<file path="src/rtl/axi_interconnect_pkg.sv">
// Types and constants shared by the AXI read and write interconnect paths.
package axi_interconnect_pkg;

  typedef enum logic [1:0] {
    ARBITRATE     = 2'd0,
    ISSUE_ADDRESS = 2'd1,
    ACTIVE_BURST  = 2'd2
  } burst_state_t;

  localparam logic [31:0] M1_BASE_ADDRESS_DEFAULT = 32'hfffee000;

endpackage

</file>
<file path="src/rtl/axi_rr_arbiter2.sv">
// Two-way round-robin arbiter; last_grant is updated only when a grant is taken.
module axi_rr_arbiter2 (
  input  logic       clk,
  input  logic       reset,
  input  logic [1:0] req,
  input  logic       advance,
  output logic       grant,
  output logic       last_grant
);

  logic r_last_grant;

  always_ff @(posedge clk or posedge reset) begin
    if (reset) begin
      r_last_grant <= 1'b1;
    end else if (advance) begin
      r_last_grant <= grant;
    end
  end

  always_comb begin
    grant = 1'b0;
    unique case (req)
      2'b01:   grant = 1'b0;
      2'b10:   grant = 1'b1;
      2'b11:   grant = ~r_last_grant;
      default: grant = 1'b0;
    endcase
  end

  assign last_grant = r_last_grant;

endmodule

</file>
<file path="src/rtl/axi_read_interconnect.sv">
// 2x2 AXI read router, one burst in flight. Optional counters under AXI_READ_STATS_EN.
module axi_read_interconnect
  import axi_interconnect_pkg::*;
#(
  parameter int unsigned DATA_WIDTH      = 32,
  parameter logic [31:0] M1_BASE_ADDRESS = M1_BASE_ADDRESS_DEFAULT
) (
  input  logic                  clk,
  input  logic                  reset,
`ifdef AXI_READ_STATS_EN
  output logic [31:0]           rd_bursts_0,
  output logic [31:0]           rd_bursts_1,
  output logic [31:0]           rd_beats,
`endif
  input  logic [31:0]           s0_araddr,
  input  logic [7:0]            s0_arlen,
  input  logic                  s0_arvalid,
  output logic                  s0_arready,
  output logic                  s0_rvalid,
  input  logic                  s0_rready,
  output logic [DATA_WIDTH-1:0] s0_rdata,
  input  logic [31:0]           s1_araddr,
  input  logic [7:0]            s1_arlen,
  input  logic                  s1_arvalid,
  output logic                  s1_arready,
  output logic                  s1_rvalid,
  input  logic                  s1_rready,
  output logic [DATA_WIDTH-1:0] s1_rdata,
  output logic [31:0]           m0_araddr,
  output logic [7:0]            m0_arlen,
  output logic                  m0_arvalid,
  input  logic                  m0_arready,
  input  logic                  m0_rvalid,
  output logic                  m0_rready,
  input  logic [DATA_WIDTH-1:0] m0_rdata,
  output logic [31:0]           m1_araddr,
  output logic [7:0]            m1_arlen,
  output logic                  m1_arvalid,
  input  logic                  m1_arready,
  input  logic                  m1_rvalid,
  output logic                  m1_rready,
  input  logic [DATA_WIDTH-1:0] m1_rdata
);

  burst_state_t          r_state, w_state_next;
  logic                  r_tgt, w_tgt_next;
  logic [31:0]           r_addr, w_addr_next;
  logic [7:0]            r_remaining, w_remaining_next;
  logic [1:0]            w_req;
  logic                  w_advance, w_arb_grant, w_last_grant;
  logic [31:0]           w_sel_addr;
  logic [7:0]            w_sel_len;
  logic                  w_m_arready_sel, w_m_rvalid_sel, w_s_rready_sel, w_beat;
  logic [DATA_WIDTH-1:0] w_m_rdata_sel;

  assign w_req     = {s1_arvalid, s0_arvalid};
  assign w_advance = (r_state == ARBITRATE) && (w_req != 2'b00);

  // last_grant is captured on the same edge as the burst, so it serves as the held grant.
  axi_rr_arbiter2 u_arb (
    .clk        (clk),
    .reset      (reset),
    .req        (w_req),
    .advance    (w_advance),
    .grant      (w_arb_grant),
    .last_grant (w_last_grant)
  );

  assign w_sel_addr      = w_arb_grant ? s1_araddr : s0_araddr;
  assign w_sel_len       = w_arb_grant ? s1_arlen : s0_arlen;
  assign w_m_arready_sel = r_tgt ? m1_arready : m0_arready;
  assign w_m_rvalid_sel  = r_tgt ? m1_rvalid : m0_rvalid;
  assign w_m_rdata_sel   = r_tgt ? m1_rdata : m0_rdata;
  assign w_s_rready_sel  = w_last_grant ? s1_rready : s0_rready;
  assign w_beat          = (r_state == ACTIVE_BURST) && w_m_rvalid_sel && w_s_rready_sel;

  always_ff @(posedge clk or posedge reset) begin
    if (reset) begin
      r_state     <= ARBITRATE;
      r_tgt       <= 1'b0;
      r_addr      <= '0;
      r_remaining <= '0;
    end else begin
      r_state     <= w_state_next;
      r_tgt       <= w_tgt_next;
      r_addr      <= w_addr_next;
      r_remaining <= w_remaining_next;
    end
  end

  always_comb begin
    w_state_next     = r_state;
    w_tgt_next       = r_tgt;
    w_addr_next      = r_addr;
    w_remaining_next = r_remaining;
    s0_arready = 1'b0;
    s1_arready = 1'b0;
    s0_rvalid  = 1'b0;
    s1_rvalid  = 1'b0;
    s0_rdata   = '0;
    s1_rdata   = '0;
    m0_arvalid = 1'b0;
    m1_arvalid = 1'b0;
    m0_araddr  = '0;
    m1_araddr  = '0;
    m0_arlen   = '0;
    m1_arlen   = '0;
    m0_rready  = 1'b0;
    m1_rready  = 1'b0;
    unique case (r_state)
      ARBITRATE: begin
        if (w_advance) begin
          // No acceptance while reset holds the state registers.
          s0_arready       = ~reset & ~w_arb_grant;
          s1_arready       = ~reset & w_arb_grant;
          w_addr_next      = w_sel_addr;
          w_remaining_next = w_sel_len;
          w_tgt_next       = (w_sel_addr >= M1_BASE_ADDRESS);
          w_state_next     = ISSUE_ADDRESS;
        end
      end
      ISSUE_ADDRESS: begin
        if (r_tgt) begin
          m1_arvalid = 1'b1;
          m1_araddr  = r_addr;
          m1_arlen   = r_remaining;
        end else begin
          m0_arvalid = 1'b1;
          m0_araddr  = r_addr;
          m0_arlen   = r_remaining;
        end
        if (w_m_arready_sel) w_state_next = ACTIVE_BURST;
      end
      ACTIVE_BURST: begin
        if (w_last_grant) begin
          s1_rvalid = w_m_rvalid_sel;
          s1_rdata  = w_m_rdata_sel;
        end else begin
          s0_rvalid = w_m_rvalid_sel;
          s0_rdata  = w_m_rdata_sel;
        end
        if (r_tgt) m1_rready = w_s_rready_sel;
        else       m0_rready = w_s_rready_sel;
        if (w_beat) begin
          if (r_remaining == 8'd0) w_state_next = ARBITRATE;
          else                     w_remaining_next = r_remaining - 8'd1;
        end
      end
      default: w_state_next = ARBITRATE;
    endcase
  end

`ifdef AXI_READ_STATS_EN
  logic [31:0] r_bursts_0, r_bursts_1, r_beats;

  always_ff @(posedge clk or posedge reset) begin
    if (reset) begin
      r_bursts_0 <= '0;
      r_bursts_1 <= '0;
      r_beats    <= '0;
    end else if (w_beat) begin
      r_beats <= r_beats + 32'd1;
      if (r_remaining == 8'd0) begin
        if (w_last_grant) r_bursts_1 <= r_bursts_1 + 32'd1;
        else              r_bursts_0 <= r_bursts_0 + 32'd1;
      end
    end
  end

  assign rd_bursts_0 = r_bursts_0;
  assign rd_bursts_1 = r_bursts_1;
  assign rd_beats    = r_beats;
`endif

endmodule
</file>
<file path="config.mk">
export PLATFORM = sky130hd
export DESIGN_NAME = axi_read_interconnect
export DESIGN_NICKNAME = d
export VERILOG_FILES = /design/src/rtl/axi_interconnect_pkg.sv /design/src/rtl/axi_rr_arbiter2.sv /design/src/rtl/axi_read_interconnect.sv
export SDC_FILE = /design/constraint.sdc
export NUM_CORES = 1
export LEC_CHECK = 0
export CORE_AREA = 2 2 119 121
export CTS_BUF_LIST = sky130_fd_sc_hd__clkbuf_2 sky130_fd_sc_hd__clkbuf_4 sky130_fd_sc_hd__clkbuf_8
export CTS_CLUSTER_DIAMETER = 30
export DETAILED_ROUTE_END_ITERATION = 7
export DIE_AREA = 0 0 121 123
export PLACE_DENSITY = 0.65
export REMOVE_ABC_BUFFERS = 1
export SYNTH_ARGS = -nofsm -noshare
export SYNTH_HDL_FRONTEND = slang
export SYNTH_SLANG_ARGS = --single-unit
</file>
<file path="constraint.sdc">
create_clock -name clk -period 3.3 [get_ports clk]
set_input_delay 0.66 -clock clk [delete_from_list [all_inputs] [get_ports clk]]
set_output_delay 0.66 -clock clk [all_outputs]
set_load 0.02 [all_outputs]
</file>
# Word level (Yosys, flattened, before mapping)
# Cells that the tools add are included.
# word_totals
regBits	44
inputBits	154
out_inout_bits	152
wordCells	75
# op_classes
add_sub_neg	1
n_lt_le_gt_ge	1
eq_ne	9
muxes	44
bitwise	5
reduce_logical	10
# ops
cell	n
$mux 32	10
$mux 8	8
$ge 32x32->1 const B	1
$mux 1	19
$pmux 8 s2	1
$logic_not 8->1	1
$mux 2	4
$reduce_and 4->1	2
$sub 8x1->8 const B	1
$eq 2x2->1 const B	3
$ne 2x2->1 const B	3
$pmux 2 s3	1
$ne 2x1->1 const B	2
$reduce_bool 2->1	2
$logic_and 1x1->1	3
$not 1->1	3
$and 1x1->1	2
$eq 2x1->1 const B	1
$logic_not 2->1	1
$pmux 1 s2	1
$reduce_and 2->1	1

# Logic depth before layout (Yosys ltp)
# Gate-level depths: netlist of run 1.
# logic_depth
word_depth	6
ltp_mapped	7
mapped_depth_nobuf	6

# By module
# From an unflattened synthesis of run 1, not the netlist that was laid out.
# unflattened
hier_cells	469
hier_area_um2	3686.0
# by_module_without_submodules
mod	instances	cells_each	area_each_um2
axi_read_interconnect	1	465	3629.7
axi_rr_arbiter2	1	4	56.3

# Worst setup path before layout of run 1
# No wires, ideal clock.
# synth_path
path_type	input -> output
from	input port reset
to	output port s1_arready
arrival_time_ns	2.008
required_time_ns	2.640
slack_ns	0.632
stages	2
n_path_buf	0
path_cell_list	inv_1 -> and3_1
# synth_between
elab_chain_cells	4
# synth_rtl
item	line	text
start, declared	axi_read_interconnect.sv:9	input logic reset,
$not 1->1	axi_read_interconnect.sv:115	s1_arready = ~reset & w_arb_grant;
$and 1x1->1	axi_read_interconnect.sv:115	
$mux 1	axi_read_interconnect.sv:112	if (w_advance) begin
$mux 1	axi_read_interconnect.sv:110	unique case (r_state)
end, declared	axi_read_interconnect.sv:25	output logic s1_arready,
# Every way passes these cells.

# Worst setup path after layout of run 1
# layout_path
from	register r_tgt
to	output port s1_rdata[14]
# layout_between
elab_chain_cells	3
# layout_rtl
item	line	text
start, declared	axi_read_interconnect.sv:46	logic r_tgt, w_tgt_next;
start signal, assigned	axi_read_interconnect.sv:85	r_tgt <= w_tgt_next;
$mux 32	axi_read_interconnect.sv:73	assign w_m_rdata_sel = r_tgt ? m1_rdata : m0_rdata;
$mux 32	axi_read_interconnect.sv:135	if (w_last_grant) begin
$mux 32	axi_read_interconnect.sv:110	
end, declared	axi_read_interconnect.sv:28	output logic [DATA_WIDTH-1:0] s1_rdata,
# Every way passes these cells.

==> summary.txt, run 1 <==
Synth
  • Register bit total from synthesis: 44
  • Synth unique cells: 48
  • Share of the synthesized area in the top cell type: 29.26%
  • Synth Warn #: 0
  • Avg Cell Area, Syn: 7.325 µm²
  • Synthesized cell area: 3677 µm²
  • Dominant cells by area after synthesis: dfrtp_1 (29%), nor2_1 (11%), mux2i_1 (10%)
  • Gate Count Post-Synth: 502
  • Main flop type after synthesis: dfrtp_1
  • Async SR Flop Fraction: 100.0%
  • Sequential share of the synthesized area: 29.98%
  • Largest area contributor in the netlist: dfrtp_1
  • EDFF count, synth: 0

Critical path
  • CP top delay family: buffers and inverters
  • Arrival time at the worst endpoint: 2.40 ns
  • Delay of the slowest critical-path stage: between 0.7 and 0.8 ns
  • CP bufs+invs: 2
  • Crit-path cells: buf_12 > mux2i_1 > nor2_1 > clkdlybuf4s50_1
  • Setup CP Type: flip-flop to primary output
  • Worst EP required: 2.64 ns
  • CP Capture Type: primary output
  • Setup crit start kind: flip-flop
  • Crit path max fanout: 36
  • Highest-delay cell along the critical path: dfrtp_4

Floorplanning
  • Die ar.: 14880 µm²
  • Chip width: 121 µm
  • Die height: 123 µm
  • Top Ports: slightly above 300
  • Initial Util: 27.02%
  • Core footprint: 13610 µm²
  • Row count: 43

Power and ir drop
  • Total leakage power: around 2.8 nW
  • Final Total Pwr: ~4.5 mW
  • Peak supply drop: about 360 µV
  • Pwr/cell area: 634.6 nW/µm²

Final layout
  • Layout cells sized above 1: under 10%
  • N_diodes: 0
  • Fin util: between 50% and 60%
  • Final Non-Filler Cells: just under 1000
  • NumNets Final: 941
  • Layout area overhead: 91.66%

Placed design
  • DP Cell Count: 958
  • Final GP Congestion: 0.8986
  • Place WS: 0.3371 ns
  • Post-DP HPWL: 13.92 mm
  • Port Buf Inserts: ~310

Global routing
  • First-pass GRT wire length: between 20 and 30 mm
  • GRT overflow: 0
  • Vias in the first global route: 4581
  • Antenna violations before repair: 0
  • Overall Global Routing Usage: 21.96%
  • Largest net degree at the start of global routing: 55

Timing
  • Least-Margin Pin Slew: 0.6016 ns
  • Final worst slack: between 0.2 and 0.25 ns
  • Pins Over Slew Limit: 0
  • Final Hold Vio Count: 0
  • Tmin final: 3.059 ns
  • Skew final: 0.008914 ns
  • Slew headroom: about three fifths
  • Period Utilization, post-route: 92.70%
  • Fmax: 0.3269 GHz
  • RSZ-0062 raised after global routing: no
  • # setup viols final: 0

Clocking
  • H-tree levels: 2
  • Gates resized, CTS repair: 0
  • Root Driver: clkbuf_8
  • TritonCTS Buffers: 5
  • Setup bufs post-CTS: 0
  • Clk slew on worst S/H paths: 0.09 ns
  • # hold bufs at CTS: 0
  • CTS tree: built
  • Clock Sinks: 44
  • Clock buffer depth: 2
  • Clk_lat worst skew: 0.29 ns

Detailed routing
  • Initial drt markers: between 200 and 250
  • # DRC: 0
  • Routed vias/inst: 4.937
  • First-pass DRT Iterations: 7
  • Wirelength per Cell: 18.04 µm
  • Routed via count: about 4800
  • WL final: 17.43 mm
  • Routed Antenna Nets: 0

Outcome
  • Status: completed

Job
  • Max Cap Viol: 0

Min path
  • Min-delay worst type: flip-flop to flip-flop
Yosys cell counts (all sizes together) (2+ instances only):
master	instances
nor2	105
nand2	76
dfrtp	43
and2	40
and3	40
a31oi	38
mux2i	37
clkbuf	23
buf	21
nand4	8
inv	6
nand3	6
a21oi	5
mux2	5
nor3	5
o21ai	5
nand2b	4
o22ai	4
nor3b	3
o31ai	3
a22o	2
ha	2
or4	2
stage by stage:
step           TNS (ns)  cell area, µm²  hold slack, ns
3_3_place_gp          0            6910          0.5247
4_1_cts               0            7047          0.5652
3_5_place_dp          0            6910          0.5452
5_1_grt               0            7048          0.5850
2_1_floorplan    -16.49            3476          0.4911
6_report              0            7048          0.5553
area by class of cell:
cell class / count / area (µm²)
fillers: 1312 / 6564
repair buffers: 320 / 3183
multi-input cells: 408 / 2374
flip-flops and latches: 44 / 1107
well taps: 180 / 225.2
clock buffers: 6 / 76.32
clock inverters: 2 / 60.06
inverters: 6 / 22.52
cell usage in the layout, fill, tap and decap left out, drive strengths merged, types with 5 or more instances in the layout:
cell type      netlist  routed
a21oi                5       5
a31oi               38      38
and2                40      40
and3                40      40
buf                 21      18
clkbuf              23       6
clkdlybuf4s50        0     302
dfrtp               43      43
inv                  6       6
mux2                 5       5
mux2i               37      37
nand2               76      76
nand3                6       6
nand4                8       8
nor2               105     105
nor3                 5       5
o21ai                5       5
sequential cells by signal (all words and copies together), names as in the netlist:
| name | flops |
|---|---|
| r_remaining | 8 |
| r_tgt | 1 |
| r_state | 2 |
| r_addr | 32 |
| u_arb.last_grant | 1 |
worst reg2reg max path: stages, from the launching register on:
cell and delay (ns):
dfrtp_4 0.78, mux2i_1 0.29, o32ai_4 0.44, and2_1 0.42
a32o_1 0.23
final timing paths:
path                       cells after the start  slack [ns]  startpoint          endpoint
max in group asynchronous                      3        2.01       reset             r_tgt
hold reg to reg                                1        0.56  r_state[0]  u_arb.last_grant
hold / removal                                 1        0.56  r_state[0]  u_arb.last_grant
min in group asynchronous                      3        0.86       reset        r_addr[24]
setup reg to reg                               4        1.08       r_tgt    r_remaining[5]
setup / recovery                               4        0.24       r_tgt      s1_rdata[14]
cells by family after synthesis:
logic type / after synthesis / share of synthesized area [%]
fa+ha+maj: 2 / 0.6804
compound gates: 68 / 12.86
flops: 44 / 29.98
simple gates: 296 / 38.79
mux: 42 / 11.60
buf+inv: 50 / 6.090
power by group:
part | total, mW | switching, mW | leakage, nW | internal (mW)
Sequential | 1.12 | 0.306 | 0.497 | 0.815
Clock | 0.504 | 0.193 | 0.0688 | 0.311
Combinational | 2.85 | 1.54 | 2.22 | 1.31
layer usage:
| metal | track usage, % | routed length (µm) |
|---|---|---|
| met3 | 4.520 | 1462 |
| met1 | 26.19 | 6727 |
| met4 | 5.741 | 364 |
| met2 | 40.10 | 8874 |
| met5 | 0 | 0 |
No activity file was read; power rests on OpenSTA's default activity.
==> run 2, diff against run 1 <==
- CORE_AREA: 2 2 119 121 -> 2 2 118 120
- DIE_AREA: 0 0 121 123 -> 0 0 120 122
- PLACE_DENSITY: 0.65 -> 0.69
- clock period: 3.3 -> 2.56 ns (I/O delays scaled with it)
==> summary.txt, run 2 (synthesized netlist as in run 1, its figures left out) <==
Outcome
  • Status: completed (unchanged)

Min path
  • Min-delay worst type: flip-flop to flip-flop (unchanged)
  • Hold Path Origin: r_addr[18] (was r_state[0])

Final layout
  • N_diodes: 0 (unchanged)
  • Leading cell types in the layout, fill and taps excluded: clkdlybuf4s50_1 (155), dlygate4sd2_1 (143), nor2_1 (104) (was clkdlybuf4s50_1 (302), nor2_1 (104), nand2_1 (76))
  • Layout area overhead: 89.38% (was 91.66%)
  • Fin area: 6964 µm² (was 7048 µm²)
  • Layout cells sized above 1: 7.286% (was 5.852%)
  • Fin util: 51.57% (was 51.78%)
  • Largest regs: r_addr (32), r_remaining (8), r_state (2) (unchanged)
  • Largest register FFs: 32 (unchanged)
  • # fillers: 1322 (was 1312)
  • NumNets Final: 952 (was 941)
  • Commonest non-fill, non-tap cell in the layout: clkdlybuf4s50_1 (unchanged)
  • Top reg by flops: r_addr (unchanged)

Timing
  • Tmin final: 2.473 ns
  • Least-Margin Pin Slew: 0.5803 ns (was 0.6016 ns)
  • Slew headroom: 61.31% (was 58.75%)
  • Skew final: 0.003824 ns (was 0.008914 ns)
  • Fmax: 0.4044 GHz
  • Final worst slack: 0.08714 ns (was 0.2409 ns)
  • Sum Neg Setup Slack: 0 ns (unchanged)
  • RSZ-0062 raised after global routing: no (unchanged)
  • # setup viols final: 0 (unchanged)
  • Final Hold Vio Count: 0 (unchanged)
  • Pins Over Slew Limit: 0 (unchanged)
  • Period Utilization, post-route: between 90% and 100%

Critical path
  • Arrival time at the worst endpoint: 1.96 ns (was 2.40 ns)
  • Worst r2r src: r_remaining[0] (was r_tgt)
  • CP Capture Type: primary output (unchanged)
  • Worst EP required: 2.05 ns (was 2.64 ns)
  • Setup CP Type: flip-flop to primary output (unchanged)
  • Setup crit start: r_state[0] (was r_tgt)
  • Setup crit start kind: flip-flop (unchanged)
  • Crit path max fanout: 9 (was 36)

Clocking
  • Clk slew on worst S/H paths: 0.08 ns (was 0.09 ns)
  • Clk_lat worst skew: 0.29 ns (about the same)
  • CTS tree: built (unchanged)
  • TritonCTS Buffers: 5 (unchanged)
  • Root Driver: clkbuf_8 (unchanged)
  • # hold bufs at CTS: 0 (unchanged)
  • Clock buffer depth: 2 (unchanged)
  • Setup bufs post-CTS: 0 (unchanged)
  • H-tree levels: 2 (unchanged)
  • Clock Sinks: 44 (unchanged)

Power and ir drop
  • Final Total Pwr: 5.258 mW (was 4.472 mW)
  • Pwr/cell area: 755.1 nW/µm² (was 634.6 nW/µm²)
  • Total leakage power: 3.575 nW (was 2.784 nW)
  • Peak supply drop: 410.3 µV (was 362.6 µV)

Floorplanning
  • Initial Util: 27.23% (was 27.02%)
  • Top Ports: 306 (unchanged)
  • Row count: 43 (unchanged)
  • Chip width: 120 µm (was 121 µm)
  • Core footprint: 13500 µm² (was 13610 µm²)
  • Die height: 122 µm (was 123 µm)
  • Die ar.: 14640 µm² (was 14880 µm²)

Placed design
  • DP Area: 7013 µm² (was 6910 µm²)
  • Post-DP HPWL: 13.38 mm (was 13.92 mm)
  • Place WS: 0.004893 ns (was 0.3371 ns)
  • Final GP Congestion: 0.8614 (was 0.8986)
  • Port Buf Inserts: 305 (unchanged)

Global routing
  • GRT overflow: 0 (unchanged)
  • First-pass GRT wire length: 24.71 mm (was 25.66 mm)
  • Overall Global Routing Usage: 21.11% (was 21.96%)
  • Antenna violations before repair: 0 (unchanged)
  • Largest net degree at the start of global routing: 63 (was 55)
  • Vias in the first global route: 4606 (was 4581)

Detailed routing
  • Routed vias/inst: 4.900 (was 4.937)
  • Initial drt markers: 281 (was 213)
  • First-pass DRT Iterations: 4 (was 7)
  • # DRC: 0 (unchanged)
  • Routed Antenna Nets: 0 (unchanged)
  • WL final: 16.74 mm (was 17.43 mm)
  • Wirelength per Cell: 17.15 µm (was 18.04 µm)
  • Routed via count: 4782 (was 4769)

Job
  • Max Cap Viol: 0 (unchanged)
==> run 2: critical path, stage by stage, from the launching register on <==
cell and delay (ns):
dfrtp_2 0.47, buf_4 0.17, nand2b_4 0.20, nor3_1 0.20
clkdlybuf4s50_1 0.63
==> run 2: routing by layer <==
| metal | wire, µm | share of wire (%) | track usage (%) | up-vias |
|---|---|---|---|---|
| met2 | 8701 | 52 | 39.42 | 213 |
| met1 | 6342 | 38 | 24.18 | 2244 |
| li1 | - | - | - | 2305 |
| met3 | 1363 | 8.1 | 4.213 | 20 |
| met4 | 331 | 2.0 | 6.324 | 0 |
| met5 | 0 | 0 | 0 | - |
==> run 2: power by group <==
part           switching (mW)  internal [mW]  total, mW
clock network           0.241          0.185      0.426
registers               0.379           1.05       1.43
logic                    1.96           1.44       3.40
total                    2.58           2.68       5.26
==> run 2: metrics by stage <==
stage          instances  hold WS, ns
6_report             976       0.5581
5_1_grt              976       0.5899
4_1_cts              976       0.5595
3_5_place_dp         969       0.5256
3_3_place_gp         969       0.5390
2_1_floorplan        458       0.4911
==> run 2: path summary, 6_finish.rpt <==
check | slack [ns] | to | cells past startpoint
setup / recovery | 0.09 | m0_rready | 4
hold / removal | 0.56 | r_addr[18] | 2
setup reg to reg | 0.56 | r_remaining[5] | 6
hold reg to reg | 0.56 | r_addr[18] | 2
max in group asynchronous | 1.40 | r_tgt | 3
min in group asynchronous | 0.74 | r_tgt | 3
==> run 2: area by class of cell <==
| class | count | area (µm²) | area share [%] |
|---|---|---|---|
| Tap cell | 180 | 225.2 | 3.234 |
| Multi-Input combinational cell | 408 | 2392 | 34.35 |
| Inverter | 6 | 22.52 | 0.3234 |
| Clock inverter | 2 | 12.51 | 0.1797 |
| Timing Repair Buffer | 331 | 3136 | 45.02 |
| Clock buffer | 5 | 68.82 | 0.9881 |
| Sequential cell | 44 | 1107 | 15.90 |
==> run 2: repair_timing <==
item	in CTS	in global routing
endpoints found under the setup margin	149	7
resized for setup	152	7
endpoints found under the hold margin	0	0
pin swaps	0	0
==> run 3, diff against run 2 <==
- SETUP_SLACK_MARGIN: default -> 0.02
==> summary.txt, run 3 (synthesized netlist as in run 1, its figures left out) <==
Global routing
  • GRT overflow: 0 (unchanged)
  • Overall Global Routing Usage: 21.10% (was 21.11%)
  • First-pass GRT wire length: 24.70 mm (was 24.71 mm)
  • Vias in the first global route: 4600 (was 4606)
  • Antenna violations before repair: 0 (unchanged)
  • Largest net degree at the start of global routing: 63 (unchanged)

Timing
  • # setup viols final: 0 (unchanged)
  • Final worst slack: 0.1320 ns (was 0.08714 ns)
  • Tmin final: 2.428 ns (was 2.473 ns)
  • Pins Over Slew Limit: 0 (unchanged)
  • Least-Margin Pin Slew: 0.5803 ns (about the same)
  • RSZ-0062 raised after global routing: no (unchanged)
  • Sum Neg Setup Slack: 0 ns (unchanged)
  • Final Hold Vio Count: 0 (unchanged)
  • Slew headroom: 61.31% (about the same)
  • Period Utilization, post-route: 94.84% (was 96.60%)
  • Skew final: 0.003185 ns (was 0.003824 ns)
  • Fmax: 0.4119 GHz (was 0.4044 GHz)

Critical path
  • Worst r2r src: u_arb.last_grant (was r_remaining[0])
  • Worst EP required: 2.05 ns (about the same)
  • Setup CP Type: flip-flop to primary output (unchanged)
  • Arrival time at the worst endpoint: 1.92 ns (was 1.96 ns)
  • Reg-to-reg endpoint: r_tgt (was r_remaining[5])
  • Path depth of the worst reg2reg path: 5 (was 6)
  • Crit path max fanout: 13 (was 9)
  • Setup crit start kind: flip-flop (unchanged)
  • R2R Setup Slk: 0.56 ns (about the same)
  • CP Capture Type: primary output (unchanged)

Final layout
  • # fillers: 1323 (was 1322)
  • Layout cells sized above 1: 7.286% (unchanged)
  • N_diodes: 0 (unchanged)
  • Commonest non-fill, non-tap cell in the layout: clkdlybuf4s50_1 (unchanged)
  • Largest regs: r_addr (32), r_remaining (8), r_state (2) (unchanged)
  • FF+latch area: 1107 µm² (unchanged)
  • NumNets Final: 952 (unchanged)
  • Layout area overhead: 88.74% (was 89.38%)
  • Multi-input logic area: 2392 µm² (unchanged)
  • Largest register FFs: 32 (unchanged)
  • Leading cell types in the layout, fill and taps excluded: clkdlybuf4s50_1 (154), dlygate4sd2_1 (150), nor2_1 (104) (was clkdlybuf4s50_1 (155), dlygate4sd2_1 (143), nor2_1 (104))
  • Top reg by flops: r_addr (unchanged)

Clocking
  • Clk_lat worst skew: 0.29 ns (about the same)
  • TritonCTS Buffers: 5 (unchanged)
  • Setup bufs post-CTS: 0 (unchanged)
  • Clk slew on worst S/H paths: 0.08 ns (about the same)
  • H-tree levels: 2 (unchanged)
  • Clock buffer depth: 2 (unchanged)
  • CTS tree: built (unchanged)
  • Clock Sinks: 44 (unchanged)
  • Root Driver: clkbuf_8 (unchanged)

Min path
  • Worst hold path endpoint: r_addr[18] (unchanged)
  • Min-delay worst type: flip-flop to flip-flop (unchanged)
  • Hold Path Origin: r_addr[18] (unchanged)
  • WHS Path Cells: 2 (unchanged)

Placed design
  • Final GP Congestion: 0.8614 (unchanged)
  • Post-DP HPWL: 13.38 mm (unchanged)
  • Place WS: 0.004893 ns (unchanged)
  • Port Buf Inserts: 305 (unchanged)

Power and ir drop
  • Pwr/cell area: 755.8 nW/µm² (was 755.1 nW/µm²)
  • Peak supply drop: 411.0 µV (was 410.3 µV)
  • Final Total Pwr: 5.245 mW (was 5.258 mW)
  • Total leakage power: 3.499 nW (was 3.575 nW)

Floorplanning
  • Chip width: 120 µm (unchanged)
  • Initial Util: 27.23% (unchanged)
  • Core footprint: 13500 µm² (unchanged)
  • Top Ports: 306 (unchanged)
  • Row count: 43 (unchanged)
  • Die ar.: 14640 µm² (unchanged)
  • Die height: 122 µm (unchanged)

Detailed routing
  • First-pass DRT Iterations: 6 (was 4)
  • Wirelength per Cell: 17.05 µm (was 17.15 µm)
  • Routed Antenna Nets: 0 (unchanged)
  • Routed via count: 4772 (was 4782)
  • # DRC: 0 (unchanged)
  • Initial drt markers: 300 (was 281)
  • WL final: 16.64 mm (was 16.74 mm)
  • Routed vias/inst: 4.889 (was 4.900)

Job
  • Max Cap Viol: 0 (unchanged)

Outcome
  • Status: completed (unchanged)
run 3: cell count changes in the layout (fill, tap and decap cells not counted), sizes merged:
cell / delta
dlymetal6s2s: -6
dlygate4sd2: +7
clkdlybuf4s50: -1
run 3: repair_timing:
action,in CTS,in global routing
resized for setup,159,1
setup endpoints to repair,150,1
hold endpoints to repair,0,0
hold buffers,0,0
run 3: how the worst max path moves through the flow:
stage	to	from	slack [ns]	cells after the start
floorplan	m0_arlen[0]	r_tgt	-0.99	3
global placement	s1_arready	s0_arvalid	0.03	5
detailed placement	s1_arready	s0_arvalid	0.005	5
CTS	m0_rready	r_state[0]	0.06	4
global route	m0_arlen[1]	r_state[1]	0.02	6
finish	m1_araddr[2]	r_state[1]	0.13	5
run 3: per-stage QoR:
stage          util [%]  area (µm²)  hold WS (ns)  cells
6_report          51.39        6940        0.5591    976
5_1_grt           51.39        6940        0.5899    976
4_1_cts           51.38        6938        0.5595    976
3_5_place_dp      51.93        7013        0.5256    969
3_3_place_gp      51.93        7013        0.5390    969
2_1_floorplan         -        3476        0.4911    458
run 3: layout make-up:
cell class                      count  area share [%]
Clock buffer                        5          0.9915
Clock inverter                      2          0.1803
Inverter                            6          0.3245
Multi-Input combinational cell    408           34.47
Sequential cell                    44           15.95
Tap cell                          180           3.245
Timing Repair Buffer              331           44.83
run 3: power by group:
| group | internal (mW) | leakage, nW | switching, mW |
|---|---|---|---|
| clock network | 0.185 | 0.0400 | 0.241 |
| logic | 1.43 | 2.96 | 1.96 |
| registers | 1.05 | 0.497 | 0.378 |
| total | 2.67 | 3.50 | 2.58 |
run 3: routing by layer:
metal / global-route usage (%) / vias to the layer above / wire length [µm]
met5: 0 / - / 0
met4: 6.324 / 0 / 346
met3: 4.213 / 22 / 1472
met2: 39.38 / 211 / 8668
met1: 24.18 / 2237 / 6156
li1: - / 2302 / -
run 3: critical path: stages, from the launching register on:
cell	delay (ns)
dfrtp_1	0.47
buf_4	0.20
nor2b_2	0.17
buf_4	0.22
and3_1	0.17
dlygate4sd2_1	0.39
